File: src/rtl/mem_port_arbiter_pkg.sv
`default_nettype none
// ============================================================================
// Module      : mem_port_arbiter_pkg
// Description : Shared encodings and helpers for the fetch/load-store memory
//               port arbiter.
// Revision    : 1.0 - initial release
// ============================================================================
package mem_port_arbiter_pkg;

  // Arbiter FSM state encoding
  localparam logic [1:0] ARB_IDLE = 2'd0;
  localparam logic [1:0] ARB_REQ  = 2'd1;
  localparam logic [1:0] ARB_WAIT = 2'd2;

  // Transaction owner encoding
  localparam logic OWN_I = 1'b0;
  localparam logic OWN_D = 1'b1;

  // Instruction fetches always read the full word
  localparam logic [3:0] BE_ALL = 4'b1111;

  typedef enum logic [1:0] {
    ST_IDLE = ARB_IDLE,
    ST_REQ  = ARB_REQ,
    ST_WAIT = ARB_WAIT
  } arbState_t;

  // Round-robin pick: on a tie the side that did not win last time goes next
  function automatic logic pickOwner(input logic iReq, input logic dReq,
                                     input logic lastGrant);
    if (iReq && dReq) begin
      return ~lastGrant;
    end else if (dReq) begin
      return OWN_D;
    end else begin
      return OWN_I;
    end
  endfunction

endpackage
`default_nettype wire

File: src/rtl/mem_port_arbiter_watchdog.sv
`default_nettype none
// ============================================================================
// Module      : arb_watchdog
// Description : Saturating response-wait counter with synchronous clear and
//               count enable; flags when the threshold has been reached.
// Revision    : 1.0 - initial release
// ============================================================================
module arb_watchdog
  import mem_port_arbiter_pkg::*;
#(
  parameter int CNTW           = 8,
  parameter int TIMEOUT_CYCLES = 255
) (
  input  logic clk,
  input  logic rstN,
  input  logic i_clear,
  input  logic i_enable,
  output logic o_expired
);

  // Expiry is judged on the count before this cycle's increment, so the
  // flag fires during the TIMEOUT_CYCLES-th counted cycle.
  localparam logic [CNTW-1:0] C_LAST = CNTW'(TIMEOUT_CYCLES - 1);
  localparam logic [CNTW-1:0] C_MAX  = '1;

  logic [CNTW-1:0] r_count;

  // Saturating counter: clear dominates, then count while enabled
  always_ff @(posedge clk) begin
    if (!rstN) begin
      r_count <= '0;
    end else if (i_clear) begin
      r_count <= '0;
    end else if (i_enable && (r_count != C_MAX)) begin
      r_count <= r_count + 1'b1;
    end
  end

  assign o_expired = (r_count >= C_LAST);

endmodule
`default_nettype wire

File: src/rtl/mem_port_arbiter.sv
`default_nettype none
// ============================================================================
// Module      : mem_port_arbiter
// Description : Round-robin arbiter sharing one single-ported memory bus
//               between the instruction-fetch and load/store ports, with one
//               transaction outstanding and a response watchdog.
// Revision    : 1.0 - initial release
// ============================================================================
module mem_port_arbiter
  import mem_port_arbiter_pkg::*;
#(
  parameter int DATAWIDTH      = 32,
  parameter int TIMEOUT_CYCLES = 255,
  parameter int CNTW           = 8
) (
  input  logic                 ARB_Clk_In,
  input  logic                 ARB_Reset_In,
  input  logic                 ARB_I_Req_In,
  input  logic [DATAWIDTH-1:0] ARB_I_Addr_InBUS,
  output logic                 ARB_I_Valid_Out,
  output logic [DATAWIDTH-1:0] ARB_I_Readdata_OutBUS,
  input  logic                 ARB_D_Req_In,
  input  logic                 ARB_D_Write_In,
  input  logic [DATAWIDTH-1:0] ARB_D_Addr_InBUS,
  input  logic [DATAWIDTH-1:0] ARB_D_Writedata_InBUS,
  input  logic [3:0]           ARB_D_Byteenable_InBUS,
  output logic                 ARB_D_Ready_Out,
  output logic                 ARB_D_Valid_Out,
  output logic [DATAWIDTH-1:0] ARB_D_Readdata_OutBUS,
  output logic                 ARB_Mem_Req_Out,
  output logic                 ARB_Mem_We_Out,
  output logic [DATAWIDTH-1:0] ARB_Mem_Addr_OutBUS,
  output logic [DATAWIDTH-1:0] ARB_Mem_Writedata_OutBUS,
  output logic [3:0]           ARB_Mem_Byteenable_OutBUS,
  input  logic                 ARB_Mem_Gnt_In,
  input  logic                 ARB_Mem_Rvalid_In,
  input  logic [DATAWIDTH-1:0] ARB_Mem_Readdata_InBUS,
  output logic                 ARB_Error_Out
);

  arbState_t            r_state;
  arbState_t            w_nextState;
  logic                 r_owner;
  logic                 r_lastGrant;
  logic                 r_we;
  logic [DATAWIDTH-1:0] r_addr;
  logic [DATAWIDTH-1:0] r_wdata;
  logic [3:0]           r_be;
  logic                 r_iValid;
  logic                 r_dValid;
  logic                 r_dReady;
  logic [DATAWIDTH-1:0] r_iRdata;
  logic [DATAWIDTH-1:0] r_dRdata;
  logic                 r_error;

  logic w_grant;
  logic w_owner;
  logic w_respond;
  logic w_timeout;
  logic w_wdClear;
  logic w_wdEnable;
  logic w_expired;

  arb_watchdog #(
    .CNTW           (CNTW),
    .TIMEOUT_CYCLES (TIMEOUT_CYCLES)
  ) u_watchdog (
    .clk       (ARB_Clk_In),
    .rstN      (ARB_Reset_In),
    .i_clear   (w_wdClear),
    .i_enable  (w_wdEnable),
    .o_expired (w_expired)
  );

  // FSM state register
  always_ff @(posedge ARB_Clk_In) begin
    if (!ARB_Reset_In) begin
      r_state <= ST_IDLE;
    end else begin
      r_state <= w_nextState;
    end
  end

  // Next-state decode; a response arriving in the expiry cycle beats the timeout
  always_comb begin
    w_nextState = r_state;
    w_grant     = 1'b0;
    w_owner     = pickOwner(ARB_I_Req_In, ARB_D_Req_In, r_lastGrant);
    w_respond   = 1'b0;
    w_timeout   = 1'b0;
    w_wdClear   = 1'b0;
    w_wdEnable  = 1'b0;
    case (r_state)
      ST_IDLE: begin
        if (ARB_I_Req_In || ARB_D_Req_In) begin
          w_grant     = 1'b1;
          w_nextState = ST_REQ;
        end
      end
      ST_REQ: begin
        if (ARB_Mem_Gnt_In) begin
          w_wdClear   = 1'b1;
          w_nextState = ST_WAIT;
        end
      end
      ST_WAIT: begin
        if (ARB_Mem_Rvalid_In) begin
          w_respond   = 1'b1;
          w_nextState = ST_IDLE;
        end else begin
          w_wdEnable = 1'b1;
          if (w_expired) begin
            w_timeout   = 1'b1;
            w_nextState = ST_IDLE;
          end
        end
      end
      default: w_nextState = ST_IDLE;
    endcase
  end

  // Bus payload capture on grant, registered response pulses and sticky error
  always_ff @(posedge ARB_Clk_In) begin
    if (!ARB_Reset_In) begin
      r_owner     <= OWN_I;
      r_lastGrant <= OWN_D;
      r_we        <= 1'b0;
      r_addr      <= '0;
      r_wdata     <= '0;
      r_be        <= '0;
      r_iValid    <= 1'b0;
      r_dValid    <= 1'b0;
      r_dReady    <= 1'b0;
      r_iRdata    <= '0;
      r_dRdata    <= '0;
      r_error     <= 1'b0;
    end else begin
      r_iValid <= 1'b0;
      r_dValid <= 1'b0;
      r_dReady <= 1'b0;
      if (w_grant) begin
        r_owner     <= w_owner;
        r_lastGrant <= w_owner;
        if (w_owner == OWN_D) begin
          r_we    <= ARB_D_Write_In;
          r_addr  <= ARB_D_Addr_InBUS;
          r_wdata <= ARB_D_Writedata_InBUS;
          r_be    <= ARB_D_Byteenable_InBUS;
        end else begin
          r_we    <= 1'b0;
          r_addr  <= ARB_I_Addr_InBUS;
          r_wdata <= '0;
          r_be    <= BE_ALL;
        end
      end
      if (w_respond) begin
        if (r_owner == OWN_I) begin
          r_iValid <= 1'b1;
          r_iRdata <= ARB_Mem_Readdata_InBUS;
        end else if (r_we) begin
          r_dReady <= 1'b1;
        end else begin
          r_dValid <= 1'b1;
          r_dRdata <= ARB_Mem_Readdata_InBUS;
        end
      end
      if (w_timeout) begin
        r_error <= 1'b1;
      end
    end
  end

  assign ARB_Mem_Req_Out           = (r_state == ST_REQ);
  assign ARB_Mem_We_Out            = r_we;
  assign ARB_Mem_Addr_OutBUS       = r_addr;
  assign ARB_Mem_Writedata_OutBUS  = r_wdata;
  assign ARB_Mem_Byteenable_OutBUS = r_be;
  assign ARB_I_Valid_Out           = r_iValid;
  assign ARB_I_Readdata_OutBUS     = r_iRdata;
  assign ARB_D_Valid_Out           = r_dValid;
  assign ARB_D_Ready_Out           = r_dReady;
  assign ARB_D_Readdata_OutBUS     = r_dRdata;
  assign ARB_Error_Out             = r_error;

endmodule
`default_nettype wire

File: config.mk
export PLATFORM = sky130hd
export DESIGN_NAME = mem_port_arbiter
export DESIGN_NICKNAME = d
export VERILOG_FILES = /design/src/rtl/mem_port_arbiter_pkg.sv /design/src/rtl/mem_port_arbiter_watchdog.sv /design/src/rtl/mem_port_arbiter.sv
export SDC_FILE = /design/constraint.sdc
export NUM_CORES = 1
export LEC_CHECK = 0
export CORE_MARGIN = 2
export CORE_UTILIZATION = 41
export DETAILED_ROUTE_END_ITERATION = 12
export PLACE_DENSITY = 0.82
export SETUP_SLACK_MARGIN = 0.1
export SLEW_MARGIN = 20
export SYNTH_ARGS = -nofsm -noshare
export SYNTH_HDL_FRONTEND = slang
export SYNTH_SLANG_ARGS = --single-unit
File: constraint.sdc
create_clock -name ARB_Clk_In -period 1.7 [get_ports ARB_Clk_In]
set_input_delay 0.34 -clock ARB_Clk_In [delete_from_list [all_inputs] [get_ports ARB_Clk_In]]
set_output_delay 0.34 -clock ARB_Clk_In [all_outputs]
set_load 0.01 [all_outputs]
* After elaboration in Yosys (flattened, before gate mapping) *
Cells that the tools add are included.

operators by class
  add/sub/neg operators = 1
  bitwise gates (word level) = 4
  equal/unequal tests = 6
  multipliers = 0
  div/mod/pow operators = 0
  mux-type cells = 25
  reduce and logical (&&, ||, !) cells = 10
  shifts and indexed selects = 0
  magnitude comparators = 1

operators by type and width
  operator                                                  count
  2-to-1 mux 32 bit                                         2
  2-to-1 mux 1 bit                                          17
  AND reduction 3 bit                                       3
  adder 8 x 1 -> 8 bit, second input constant               1
  greater-or-equal comparator 8 bit, second input constant  1
  2-to-1 mux 2 bit                                          4
  inequality test 8 bit, second input constant              1
  case mux 2 bit (3 select lines)                           1
  2-to-1 mux 4 bit                                          1
  inverter 1 bit                                            4
  AND reduction 2 bit                                       2
  inequality test 3 x 2 -> 1 bit, second input constant     1
  equality test 2 x 1 -> 1 bit, second input constant       1
  equality test 2 bit, second input constant                1
  logical AND 1 bit                                         2
  logical NOT 2 bit                                         1
  inequality test 2 x 1 -> 1 bit, second input constant     1
  inequality test 2 bit, second input constant              1
  OR reduction 2 bit                                        1
  logical OR 1 bit                                          1

storage, ports and cells
  memories kept = 0
  bits of input ports = 139
  RAM bits = 0
  output and inout bits = 138
  ROM bits = 0
  word-level logic and storage cells = 61
  flip-flop bits (word level) = 149
  bits in latches = 0

* Logic depth before layout (Yosys ltp) *
Gate-level depths: netlist of the first run.

  depth after elaboration = 4
  depth in mapped cells = 6
  gate-level depth less buffers = 5

* Cells and area by module *
A second synthesis of the first run with hierarchy kept.

unflattened totals
  cells, all modules = 632
  area, all modules = 5871.9 um2

modules (own cells, without submodules)
  module            cells each  instances  area an instance (um2)  sequential area each (um2)
  mem_port_arbiter  579         1          5396.4                  2822.7
  arb_watchdog      53          1          475.5                   160.2

* Worst setup path before layout of the first run *
OpenSTA, ideal clock, no wires.

  path type = register to register
  from = register u_watchdog.r_count[0]
  to = register u_watchdog.r_count[3]
  data required time = 1628 ps
  path slack = 297 ps
  period minus slack after synthesis = 1403 ps
  cell stages (with the launch flop) = 6
  setup time = 72 ps
  buffers on the path = 1
  arrival time = 1331 ps
  cell sequence = dfxtp_1 ha_1 clkbuf_1 and3_1 a211oi_1 mux2i_1

between the ends
  word-level cells in the longest chain between the ends = 2
  elaborated cells on any way between the ends = 3
  those cells by class = add/sub (1); eq/ne (1); reduce/logical (1)

ends and longest elaborated chain
  element                                                       RTL line                         text
  start: declaration                                            mem_port_arbiter_watchdog.sv:26  logic [CNTW-1:0] r_count;
  start signal: assignment                                      mem_port_arbiter_watchdog.sv:35  r_count <= r_count + 1'b1;
  branches (longest 2 deep; another with adder 8 x 1 -> 8 bit)  -

Parallel ways; which one is timed is not known.
A chain may end at the register's enable or synchronous reset.

* Worst setup path in the final report of the first run *
  from = register r_state[1]
  to = output port ARB_Mem_Req_Out

between the ends
  word-level cells in the longest chain between the ends = 1

ends and longest elaborated chain
  element                       RTL line                 text
  start: declaration            mem_port_arbiter.sv:41   arbState_t r_state;
  start signal: assignment      mem_port_arbiter.sv:80   r_state <= w_nextState;
  equality test 2 x 1 -> 1 bit  mem_port_arbiter.sv:173  assign ARB_Mem_Req_Out = (r_state == ST_REQ);
  end: declaration              mem_port_arbiter.sv:30   output logic ARB_Mem_Req_Out,

Every way passes these cells.

==> results of run 1 <==
==> synthesized netlist by cell type, types with 2 or more instances <==
cell,number
nand3b_1,3
a41oi_1,2
o221a_2,4
inv_1,4
nor2b_1,2
ha_1,2
nor2_2,2
and2_1,2
nand3_1,7
clkbuf_1,32
nor4_1,2
nor2_1,3
mux2i_1,34
buf_2,14
nand2_1,199
a211oi_1,4
buf_6,3
a22o_1,33
buf_4,5
and3_1,2
and4_1,2
dfxtp_1,149
nor3_1,5
a311oi_1,33
a21oi_1,65
==> state kept, by name, summed over array words and instances, names as in the netlist, 2 cells and up <==
| name | cells |
|---|---|
| ARB_D_Readdata_OutBUS | 32 |
| ARB_I_Readdata_OutBUS | 32 |
| ARB_Mem_Addr_OutBUS | 32 |
| ARB_Mem_Writedata_OutBUS | 32 |
| u_watchdog.r_count | 8 |
| ARB_Mem_Byteenable_OutBUS | 4 |
| r_state | 2 |
==> critical path, cell delays in order, from the launching register on <==
cell and delay, ns:
dfxtp_4 0.36, and2b_1 0.20, clkdlybuf4s15_1 0.24
==> worst paths after layout <==
| path | from | end | slack (ns) | cells past startpoint |
|---|---|---|---|---|
| worst max register to register | r_state[0] | u_watchdog.r_count[5] | 0.23 | 4 |
| worst min register to register | ARB_I_Readdata_OutBUS[1] | ARB_I_Readdata_OutBUS[1] | 0.45 | 2 |
| worst min-delay path | ARB_Reset_In | r_lastGrant | 0.28 | 2 |
| worst max-delay path | r_state[1] | ARB_Mem_Req_Out | 0.15 | 2 |
==> power by group through the flow <==
stage               logic, mW  registers [mW]  clock network (mW)
floorplan               0.497            3.91                   0
global placement         1.39            3.84                   0
detailed placement       1.41            3.84                   0
CTS                      1.30            3.76                3.99
global route             1.41            3.78                4.16
finish                   1.29            3.76                3.93
==> cells by family after synthesis <==
family                   after synthesis  synth area share (%)
flip-flops                           149                  52.1
buffers and inverters                 59                  4.89
adder cells (fa/ha/maj)                2                 0.437
AO/OA/AOI/OAI                        154                  19.3
AND/OR/NAND/NOR                      237                  17.4
multiplexers                          34                  5.94
==> area by class of cell <==
cell class	count	share of cell area [%]
well taps	180	2.43
clock inverters	13	1.93
flip-flops and latches	149	32.3
repair buffers	303	31.4
clock buffers	19	4.79
multi-input cells	427	27.0
inverters	5	0.203
==> repair_timing <==
item                                    4_1_cts  5_1_grt
endpoints found under the hold margin         0        0
endpoints found under the setup margin      138        4
gates resized for setup                     140        6
pin swaps                                     0        0
buffers inserted                              0        1
==> metal layers <==
metal	vias to the layer above	track usage [%]	share of wire, %
li1	2763	-	-
met3	34	8.43	9.7
met5	-	0	0
met4	0	10.7	2.8
met1	2602	26.7	39
met2	242	38.5	49
==> impl_metrics.yaml, run 1 <==
synthesis:
  synth_area_sq_um: 5730
  synth_seq_area_share_pct: 52.1
  synth-warning-count: 0
  synth_largest_area_cell: "dfxtp_1"
  ys.flop_type: "dfxtp_1"
  syn_area_per_cell_sq_um: 9.02
  synth_top_area_share_pct: 52.1
  synthDistinctLibCells: 47
  synth-seq-cells: 149
  syn_inst: 635
  synth_edf_count: 0
  syn_nets: 776
  yosys-top-cells-area: "dfxtp_1, nand2_1, mux2i_1"
  async_flop_share_pct: 0
power_and_ir_drop:
  netSwitchingFraction_pct: 23.8
  p_comb_share_pct: 14.4
  power.density_nw_per_um2: 971
  ir_drop_mv: 0.631
  clockPowerShare_pct: 43.8
  switchingPower_mw: 2.13
  total_power_mw: 8.98
  power_frac_seq_pct: 41.8
  p_int_mw: 6.85
  power.leakage_nw: 4.02
sta:
  worst_pin_slew_ns: 0.423
  fmax_mhz: 647
  layout_setup_ws_ns: 0.154
  hold_violations: 0
  whs_ns: 0.283
  setup_viol: 0
  max_slew_margin_pct: 71.8
  rsz0062_at_grt: "no"
  drv_slew: 0
  tns_ns: 0
  finClkSkew_ns: 0.00776
  min_period_ns: 1.55
  min_period_over_period_pct: 90.9
clocking:
  tritoncts: "yes"
  cts_buffers: 17
  insertion_delay_ns: 0.42
  path_clk_slew_ns: 0.06
  clock_sink_count: 149
  root_buffer: "clkbuf_16"
  cts_buffer_depth: 2
  cts_hold_buf: 0
  htreeDepth: 4
detailed_routing:
  firstDrtPassIters: 4
  drc_errors: 0
  initialDrtViolationCount: 450
  via_per_inst: 5.15
  wl_per_cell_um: 15.8
  num_vias: 5641
  antenna_left: 0
  wl_mm: 17.3
placement:
  place_congestion: 0.803
  placed_cells: 1063
  pre_cts_ws_ns: -0.141
  port_buffers: 276
  dpl.hpwl_mm: 12.2
  place_area_sq_um: 8780
finish:
  antennaDiodeCount: 0
  final_common_cell: "nand2_1"
  final_cell_area_sq_um: 9250
  nNetsFinal: 1044
  final_cell_mix: "nand2_1, dfxtp_1, clkdlybuf4s50_1, dlygate4sd2_1, a21oi_1"
  drive_above_1_share_pct: 8.41
  fin_cells: 1096
  regArea_sq_um: 2990
  multi_input_area_sq_um: 2500
  area_growth_pct: 61.6
  fill_cells: 1176
  postLayoutCoreUtil_pct: 67.2
hold_path:
  hold_path.class: "in2reg"
floorplan:
  pin_count: 277
  die_x_um: 122
  initial_utilization_pct: 41.6
  coreArea_sq_um: 13800
  core.rowCount: 43
  dieArea_sq_um: 14900
  die_height_um: 122
job:
  maxCapViolations: 0
global_routing:
  grt-ovfl-total: 0
  grt_first_pass_wirelength_mm: 27.2
  grt_max_degree: 47
  grt_pass1_vias: 5418
  antenna_found_initial: 0
  track_usage_pct: 23.2
worst_setup_path:
  crit_required_ns: 1.36
  crit_fanout: 6
  crit_type: "reg2out"
  arrival_ns: 1.21
  cp-start-kind: "flip-flop"
  endpoint_kind: "output port"
outcome:
  status: "finished clean"
No activity file was read; power rests on OpenSTA's default activity.
==> run 2: changes to the inputs <==
--- a/config.mk
+++ b/config.mk
@@ -8,6 +8,7 @@
 export CORE_MARGIN = 2
 export CORE_UTILIZATION = 41
 export DETAILED_ROUTE_END_ITERATION = 12
+export GPL_ROUTABILITY_DRIVEN = 0
 export PLACE_DENSITY = 0.82
 export SETUP_SLACK_MARGIN = 0.1
 export SLEW_MARGIN = 20
==> results of run 2 <==
No change in the layout: final DEF, timing and power equal those of run 1.
==> run 3: changes to the inputs <==
--- a/config.mk
+++ b/config.mk
@@ -6,10 +6,10 @@
 export NUM_CORES = 1
 export LEC_CHECK = 0
 export CORE_MARGIN = 2
-export CORE_UTILIZATION = 41
+export CORE_UTILIZATION = 44
 export DETAILED_ROUTE_END_ITERATION = 12
 export GPL_ROUTABILITY_DRIVEN = 0
-export PLACE_DENSITY = 0.82
+export PLACE_DENSITY_LB_ADDON = 0.25
 export SETUP_SLACK_MARGIN = 0.1
 export SLEW_MARGIN = 20
 export SYNTH_ARGS = -nofsm -noshare
==> constraint.sdc (replaced) <==
create_clock -name ARB_Clk_In -period 1.9 [get_ports ARB_Clk_In]
set_input_delay 0.38 -clock ARB_Clk_In [delete_from_list [all_inputs] [get_ports ARB_Clk_In]]
set_output_delay 0.38 -clock ARB_Clk_In [all_outputs]
set_load 0.01 [all_outputs]
==> run 3 against run 2 <==
  * Routed wire length is 5.7% higher
  * Critical path depth is 1 lower
  * Count of clock-buffer cells in the layout is 8 higher
  * Die area is 6.6% lower
  * Sequential power is 10% lower
  * Sequential cell count stayed put
  * Sequential share of layout area hardly changed
  * Worst setup slack worse by 0.0098 ns
  * Register-to-register slack better by 0.11 ns
  * Critical path type unchanged
  * Critical endpoint is now ARB_Mem_We_Out
  * Largest cell class is now buffers
  * Highest routed layer unchanged
==> impl_metrics.yaml, run 3 (synthesized netlist as in run 1, its figures left out) <==
outcome:
  status: "finished clean"
clocking:
  htreeDepth: 4
  cts_hold_buf: 0
  path_clk_slew_ns: 0.06
  post_cts_buffers: 0
  insertion_delay_ns: 0.42
  tritoncts: "yes"
  root_buffer: "clkbuf_16"
  cts_buffers: 17
  cts_buffer_depth: 2
  clock_sink_count: 149
floorplan:
  pin_count: 277
  die_x_um: 118
  core.rowCount: 41
  coreArea_sq_um: 12700
  die_height_um: 118
  dieArea_sq_um: 13900
  initial_utilization_pct: 45.2
finish:
  final_common_cell: "clkdlybuf4s50_1"
  antennaDiodeCount: 0
  fill_cells: 967
  area_growth_pct: 61.6
  multi_input_area_sq_um: 2480
  nNetsFinal: 1038
  fin_cells: 1081
  drive_above_1_share_pct: 6.82
  final_cell_mix: "clkdlybuf4s50_1, nand2_1, dfxtp_1"
  regArea_sq_um: 2990
global_routing:
  antenna_found_initial: 0
  track_usage_pct: 26.4
  grt_max_degree: 57
  grt_first_pass_wirelength_mm: 29.6
  grt-ovfl-total: 0
  grt_pass1_vias: 5860
power_and_ir_drop:
  total_power_mw: 7.76
  power.density_nw_per_um2: 838
  ir_drop_mv: 0.582
  power.leakage_nw: 3.38
detailed_routing:
  initialDrtViolationCount: 360
  wl_per_cell_um: 16.9
  wl_mm: 18.3
  drc_errors: 0
  antenna_left: 0
  firstDrtPassIters: 8
  via_per_inst: 5.33
  num_vias: 5759
sta:
  rsz0062_at_grt: "no"
  worst_pin_slew_ns: 0.486
  max_slew_margin_pct: 67.6
  hold_violations: 0
  min_period_over_period_pct: 92.4
  layout_setup_ws_ns: 0.145
  setup_viol: 0
  drv_slew: 0
  fmax_mhz: 570
  min_period_ns: 1.76
  finClkSkew_ns: 0.00500
worst_setup_path:
  cp_cell_sequence: "clkdlybuf4s50_1"
  arrival_ns: 1.38
  cpPeakStageDelay_ns: 0.57
  crit_buf_inv: 1
  endpoint_kind: "output port"
  crit_slowest_cell: "clkdlybuf4s50_1"
  crit_required_ns: 1.52
  cp-start-kind: "flip-flop"
  crit_type: "reg2out"
  critPathTopFamily: "buffers and inverters"
  crit_fanout: 5
placement:
  port_buffers: 276
  pre_cts_ws_ns: -0.0752
  placed_cells: 1050
  dpl.hpwl_mm: 13.1
hold_path:
  hold_path.class: "in2reg"
job:
  maxCapViolations: 0
==> run 3: cell types whose count changed in the layout (fill, tap and decap cells not counted), sizes merged, moves of 3 or more <==
cell | before | now
buf | 28 | 22
dlygate4sd2 | 137 | 1
bufinv | 4 | 1
clkbuf | 19 | 27
clkdlybuf4s50 | 137 | 273
clkinvlp | 4 | 0
==> run 3: per-stage QoR <==
stage / hold slack, ns / setup TNS (ns) / util [%] / instance area, sq um
6_report: 0.362 / 0 / 73.1 / 9260
5_1_grt: 0.373 / 0 / 73.1 / 9260
4_1_cts: 0.346 / 0 / 73.0 / 9250
3_5_place_dp: 0.447 / -0.335 / 68.7 / 8700
3_3_place_gp: 0.442 / 0 / 68.7 / 8700
2_1_floorplan: 0.465 / 0 / - / 5730
==> run 3: report_power, final <==
| part | internal, mW | total [mW] | switching, mW |
|---|---|---|---|
| sequential | 3.28 | 3.38 | 0.0982 |
| combinational | 0.708 | 1.24 | 0.535 |
| clock | 1.93 | 3.13 | 1.21 |
==> run 3: final cells by class <==
cell class / instances / share of cell area, %
Sequential cell: 149 / 32.3
Tap cell: 172 / 2.32
Multi-Input combinational cell: 427 / 26.8
Inverter: 5 / 0.203
Clock buffer: 27 / 5.43
Clock inverter: 4 / 0.487
Timing Repair Buffer: 297 / 32.5
==> run 3: what timing repair did <==
action / in CTS / in global routing
resized for setup: 3 / 1
pin swaps: 0 / 0
setup endpoints to repair: 2 / 1
==> run 3: path summary, 6_finish.rpt <==
check,cells after the start,end,slack (ns),startpoint
max,1,ARB_Mem_We_Out,0.14,ARB_Mem_We_Out
min,2,r_state[0],0.36,ARB_Reset_In
max reg2reg,5,ARB_Mem_Addr_OutBUS[12],0.34,r_state[0]
min reg2reg,2,ARB_I_Readdata_OutBUS[0],0.45,ARB_I_Readdata_OutBUS[0]
==> run 3: layer usage <==
layer	track usage [%]	share of wire [%]	vias to the layer above
li1	-	-	2753
met1	28.6	38	2716
met2	46.7	51	255
met3	7.95	7.7	35
met4	12.3	2.7	0
met5	0	0	-
